### src/rtl/vv_mac_seq_pe.sv
`default_nettype none
// ============================================================================
// Module   : vv_mac_seq_pe
// Desc     : Multi-lane self-sequenced dot-product MAC PE; optional ReLU after
//            saturation enabled by defining MAC_PE_RELU_EN.
// Revision : 1.0  initial release
// ============================================================================
module vv_mac_seq_pe #(
   parameter int LANES    = 4,
   parameter int INPUT_W  = 16,
   parameter int WEIGHT_W = 8,
   parameter int BIAS_W   = 15,
   parameter int OUTPUT_W = 17,
   parameter int GUARD_W  = 10,
   parameter int LEN_W    = 10
) (
   input  logic                         clk,
   input  logic                         rst_n,
   input  logic                         clr,
   input  logic                         start,
   input  logic [LEN_W-1:0]             len,
   input  logic [LANES*BIAS_W-1:0]      bias,
   output logic                         busy,
   input  logic                         in_valid,
   output logic                         in_ready,
   input  logic [INPUT_W-1:0]           din,
   input  logic [LANES*WEIGHT_W-1:0]    weight,
   output logic                         out_valid,
   input  logic                         out_ready,
   output logic [LANES*OUTPUT_W-1:0]    dout,
   output logic [LANES-1:0]             sat_flag
);

   localparam int ACC_W  = INPUT_W + WEIGHT_W + GUARD_W;
   localparam int PROD_W = INPUT_W + WEIGHT_W;

   localparam logic [1:0]       c_st_idle = 2'd0;
   localparam logic [1:0]       c_st_acc  = 2'd1;
   localparam logic [1:0]       c_st_out  = 2'd2;
   localparam logic [LEN_W-1:0] c_len_one = LEN_W'(1);

   logic [1:0]       r_state;
   logic [1:0]       w_next_state;
   logic [LEN_W-1:0] r_len;
   logic [LEN_W-1:0] r_cnt;
   logic             w_start_go;
   logic             w_len_zero;
   logic             w_beat;
   logic             w_last;

   assign w_start_go = start && (r_state == c_st_idle);
   assign w_len_zero = (len == '0);
   assign w_beat     = in_valid && (r_state == c_st_acc);
   assign w_last     = w_beat && (r_cnt == (r_len - c_len_one));

   // Returns {clip_flag, value}; bits above the output sign must all match it.
   function automatic logic [OUTPUT_W:0] f_sat(input logic signed [ACC_W-1:0] x);
      logic [OUTPUT_W-1:0] v;
      logic                f;
      if ((&x[ACC_W-1:OUTPUT_W-1]) || !(|x[ACC_W-1:OUTPUT_W-1])) begin
         v = x[OUTPUT_W-1:0];
         f = 1'b0;
      end else if (x[ACC_W-1]) begin
         v = {1'b1, {(OUTPUT_W-1){1'b0}}};
         f = 1'b1;
      end else begin
         v = {1'b0, {(OUTPUT_W-1){1'b1}}};
         f = 1'b1;
      end
`ifdef MAC_PE_RELU_EN
      if (v[OUTPUT_W-1]) v = '0;
`else
`endif
      return {f, v};
   endfunction

   always_ff @(posedge clk or negedge rst_n) begin
      if (!rst_n)     r_state <= c_st_idle;
      else if (clr)   r_state <= c_st_idle;
      else            r_state <= w_next_state;
   end

   always_comb begin
      w_next_state = r_state;
      case (r_state)
         c_st_idle: if (start) w_next_state = w_len_zero ? c_st_out : c_st_acc;
         c_st_acc:  if (w_last) w_next_state = c_st_out;
         c_st_out:  if (out_ready) w_next_state = c_st_idle;
         default:   w_next_state = c_st_idle;
      endcase
   end

   always_comb begin
      busy      = 1'b0;
      in_ready  = 1'b0;
      out_valid = 1'b0;
      case (r_state)
         c_st_acc: begin
            busy     = 1'b1;
            in_ready = 1'b1;
         end
         c_st_out: begin
            busy      = 1'b1;
            out_valid = 1'b1;
         end
         default: ;
      endcase
   end

   always_ff @(posedge clk or negedge rst_n) begin
      if (!rst_n) begin
         r_cnt <= '0;
         r_len <= '0;
      end else if (clr) begin
         r_cnt <= '0;
      end else if (w_start_go) begin
         r_cnt <= '0;
         r_len <= len;
      end else if (w_beat) begin
         r_cnt <= r_cnt + c_len_one;
      end
   end

   generate
      for (genvar i = 0; i < LANES; i++) begin : g_lane
         logic signed [WEIGHT_W-1:0] w_w;
         logic signed [BIAS_W-1:0]   w_b;
         logic signed [PROD_W-1:0]   w_prod;
         logic signed [ACC_W-1:0]    w_bias_ext;
         logic signed [ACC_W-1:0]    w_sum;
         logic [OUTPUT_W:0]          w_sat_sum;
         logic [OUTPUT_W:0]          w_sat_bias;
         logic signed [ACC_W-1:0]    r_acc;
         logic [OUTPUT_W-1:0]        r_dout;
         logic                       r_sat;

         assign w_w        = weight[i*WEIGHT_W +: WEIGHT_W];
         assign w_b        = bias[i*BIAS_W +: BIAS_W];
         assign w_prod     = PROD_W'(w_w) * PROD_W'($signed(din));
         assign w_bias_ext = ACC_W'(w_b);
         assign w_sum      = r_acc + ACC_W'(w_prod);
         assign w_sat_sum  = f_sat(w_sum);
         assign w_sat_bias = f_sat(w_bias_ext);

         // Result is captured from the post-update sum on the final beat edge.
         always_ff @(posedge clk or negedge rst_n) begin
            if (!rst_n) begin
               r_acc  <= '0;
               r_dout <= '0;
               r_sat  <= 1'b0;
            end else if (clr) begin
               r_acc  <= '0;
               r_dout <= '0;
               r_sat  <= 1'b0;
            end else if (w_start_go) begin
               r_acc <= w_bias_ext;
               if (w_len_zero) {r_sat, r_dout} <= w_sat_bias;
            end else if (w_beat) begin
               r_acc <= w_sum;
               if (w_last) {r_sat, r_dout} <= w_sat_sum;
            end
         end

         assign dout[i*OUTPUT_W +: OUTPUT_W] = r_dout;
         assign sat_flag[i]                  = r_sat;
      end
   endgenerate

endmodule
`default_nettype wire

### config.mk
export PLATFORM = sky130hd
export DESIGN_NAME = vv_mac_seq_pe
export DESIGN_NICKNAME = d
export VERILOG_FILES = /design/src/rtl/vv_mac_seq_pe.sv
export SDC_FILE = /design/constraint.sdc
export NUM_CORES = 2
export LEC_CHECK = 0
export ABC_AREA = 1
export BUFFER_PORTS_ARGS = -buffer_cell sky130_fd_sc_hd__buf_2
export CAP_MARGIN = 20
export CORE_MARGIN = 2
export CORE_UTILIZATION = 35
export DETAILED_ROUTE_END_ITERATION = 7
export SLEW_MARGIN = 10
export SYNTH_ARGS = -nofsm -noshare
export SYNTH_HDL_FRONTEND = slang
export SYNTH_SLANG_ARGS = --single-unit
### constraint.sdc
create_clock -name clk -period 12.3 [get_ports clk]
set_input_delay 2.46 -clock clk [delete_from_list [all_inputs] [get_ports clk]]
set_output_delay 2.46 -clock clk [all_outputs]
set_load 0.02 [all_outputs]
==> results.yml <==
sta:
  slew_headroom: 0.3196
  setup_tns_ns: 0
  rsz0062_at_grt: "false"
  max_freq_ghz: 0.1184
  fin_skew_ns: 0.03460
  worstMarginPinSlew_ns: 1.021
  setup_viol: 0
  finalCriticalPeriod_ns: 8.448
  drv_slew: 0
  hold_viol: 0
  fin_crit_sh: 0.6868
clock_tree:
  clock_latency_ns: 0.65
  cts_buffers: 31
  cts_resized: 0
  clkSinkCount: 230
  clock_path_buffers: 3
  tritoncts: "yes"
  cts_setup_buffers: 0
  htreeDepth: 1
  holdBufCountCts: 0
  cts.reportedPaths.clkPinSlew_ns: 0.06
  clock-root-buffer: "clkbuf_16"
floorplan:
  die_area_um2: 118500
  die_w_um: 344.3
  initial_core_util: 0.3534
  dieHeight_um: 344.3
  core-area_um2: 114700
  io_pins: 199
  rows: 124
global_route:
  antenna_found_initial: 7
  grt_overflow_total: 0
  grt_max_degree: 143
  gr-usage-all-layers: 0.2121
  grt_pass1_wl_um: 196800
  grt_pass1_vias: 34783
status:
  outcome: "complete, no violations"
cells_and_area:
  layoutNonFillerInstCount: 6924
  seq_area_um2: 5756
  multi_input_area_um2: 29870
  final_cell_mix: "1455 x nand2_1, 1086 x inv_1, 672 x fa_1"
  num-fill-cells: 11992
  final_core_util: 0.3847
  nets: 6481
  syn2layout_area_growth_pct: 8.837
  drive_above_1_share: 0.06730
  final_common_cell: "nand2_1"
yosys:
  ys_warn_count: 0
  synth.distinct_cells: 52
  ys_seq_area_frac: 0.1420
  synth_area_per_cell_um2: 7.636
  yosys-top-cells-area: "fa_1 33%, dfrtp_1 14%, nand2_1 13%, inv_1 10%, ha_1 9.3%"
  ys_seq_elements: 230
  synth_area_um2: 40520
  synth_edf_count: 0
  synth_cells: 5307
  syn-num-nets: 6404
  async_flop_share: 1.000
  ys.flop_type: "dfrtp_1"
  synth_top_area_cell: "fa_1"
  synthDominantCellAreaShare: 0.3320
placement:
  globalplace.congestion: 0.9811
  port_buffers: 198
  dp_hpwl_um: 99010
  dp.cells: 6861
setup_path:
  worst-path-buf-inv: 7
  r2r-end: "g_lane[2].r_dout[3]"
  cp_data_arrival_time_ns: 8.95
  critical_path.endpoint: "g_lane[2].r_dout[3]"
  critPathKind: "in2reg"
  timing.rr.start: "g_lane[2].r_acc[6]"
  cp.depth: 27
  crit_path_max_fanout: 32
  cp.required_ns: 12.80
  crit_start: "din[15]"
  crit_path_start_kind: "input pin"
  reg2regPathDepth: 28
  slowest_stage: "inv_1"
  r2r_setup_slack_ns: 6.51
  cp-end-kind: "flip-flop"
  max_stage_delay_ns: 0.70
  crit_family: "adder cells"
  worst_path_most_repeated_cell: "nand2_1"
drt:
  wl_um: 123300
  wl_per_cell_um: 17.81
  ant_nets: 0
  firstDrtPassIters: 5
  drc: 0
  num_vias: 33887
  viasPerCell: 4.894
  drt_iter0_drc: 2279
run:
  maxCapViolCount: 0
min_path:
  hp-class: "reg2reg"
worst register-to-register path: cells and delay by family (launching register included):
family | cells | cell delay (ns)
simple gates | 16 | 2.24
flops | 1 | 0.35
fa+ha+maj | 6 | 2.63
buf+inv | 5 | 0.27
compound gates | 1 | 0.20
routing by layer:
| layer | share of wire | GRT usage | wire length, um | vias to the layer above |
|---|---|---|---|---|
| li1 | - | - | - | 16115 |
| met3 | 0.063 | 0.03748 | 7794 | 131 |
| met2 | 0.46 | 0.3455 | 57130 | 876 |
| met1 | 0.45 | 0.2944 | 55560 | 16757 |
| met4 | 0.023 | 0.04665 | 2806 | 8 |
| met5 | 0.00036 | 0 | 44 | - |
cells by family (layout without fill, tap and decap cells):
kind of cell / after synthesis / after routing / share of synthesized area
AND/OR/NAND/NOR: 2267 / 2267 / 0.2276
buffers and inverters: 1284 / 1386 / 0.1214
adder cells (fa/ha/maj): 973 / 973 / 0.4249
AO/OA/AOI/OAI: 450 / 450 / 0.06154
flip-flops: 230 / 230 / 0.1420
XOR/XNOR: 99 / 99 / 0.02140
multiplexers: 4 / 4 / 0.001111
other: 0 / 3 / 0
sequential cells by signal, summed over array words and instances (netlist names):
name	cells
g_lane.r_acc	136
g_lane.r_dout	68
g_lane.r_sat	4
r_cnt	10
r_len	10
r_state	2
cell usage after synthesis (all sizes together) (2+ instances only):
cell and n:
nor2 466, nor3b 2, nand4 48, o21bai 7, nor4 4, nand3 209
nand2 1473, and2 7, a21oi 151, o31ai 35, o21ai 211, fa 672
ha 301, o32ai 10, dfrtp 230, nor3 29, xnor2 34, a21o 5
o22ai 20, mux2 4, o211ai 4, inv 1096, clkbuf 151, or2 11
a31oi 3, nand3b 17, buf 36, xor2 65
area by class of cell:
type                            instances  share of cell area
Inverter                             1097             0.09342
Timing Repair Buffer                  231             0.02996
Clock buffer                           40             0.01972
Multi-Input combinational cell       3793              0.6773
Tap cell                             1512             0.04289
Clock inverter                         18            0.006071
Antenna cell                            3           0.0001702
Sequential cell                       230              0.1305
how the worst min path moves through the flow:
stage,start,to,slack [ns],cells past startpoint
after CTS,g_lane[2].r_dout[11],g_lane[2].r_dout[11],0.48,2
after global placement,g_lane[1].r_dout[13],g_lane[1].r_dout[13],0.46,2
final,g_lane[2].r_dout[7],g_lane[2].r_dout[7],0.48,2
after detailed placement,g_lane[2].r_dout[11],g_lane[2].r_dout[11],0.46,2
after global routing,g_lane[2].r_dout[7],g_lane[2].r_dout[7],0.49,2
after floorplan,g_lane[0].r_acc[10],g_lane[0].r_acc[10],0.45,2
metrics by stage:
stage,hold WS [ns],setup WS [ns],cell area (um^2)
global placement,0.4612,2.946,42880
finish,0.4763,3.852,44100
global route,0.4895,3.386,44100
CTS,0.4764,3.617,44040
detailed placement,0.4595,2.968,42900
floorplan,0.4517,4.396,40520
Power is left out: the tool's default activity adds up to more than one toggle a clock period on the data nets, which glitch-free logic cannot reach.
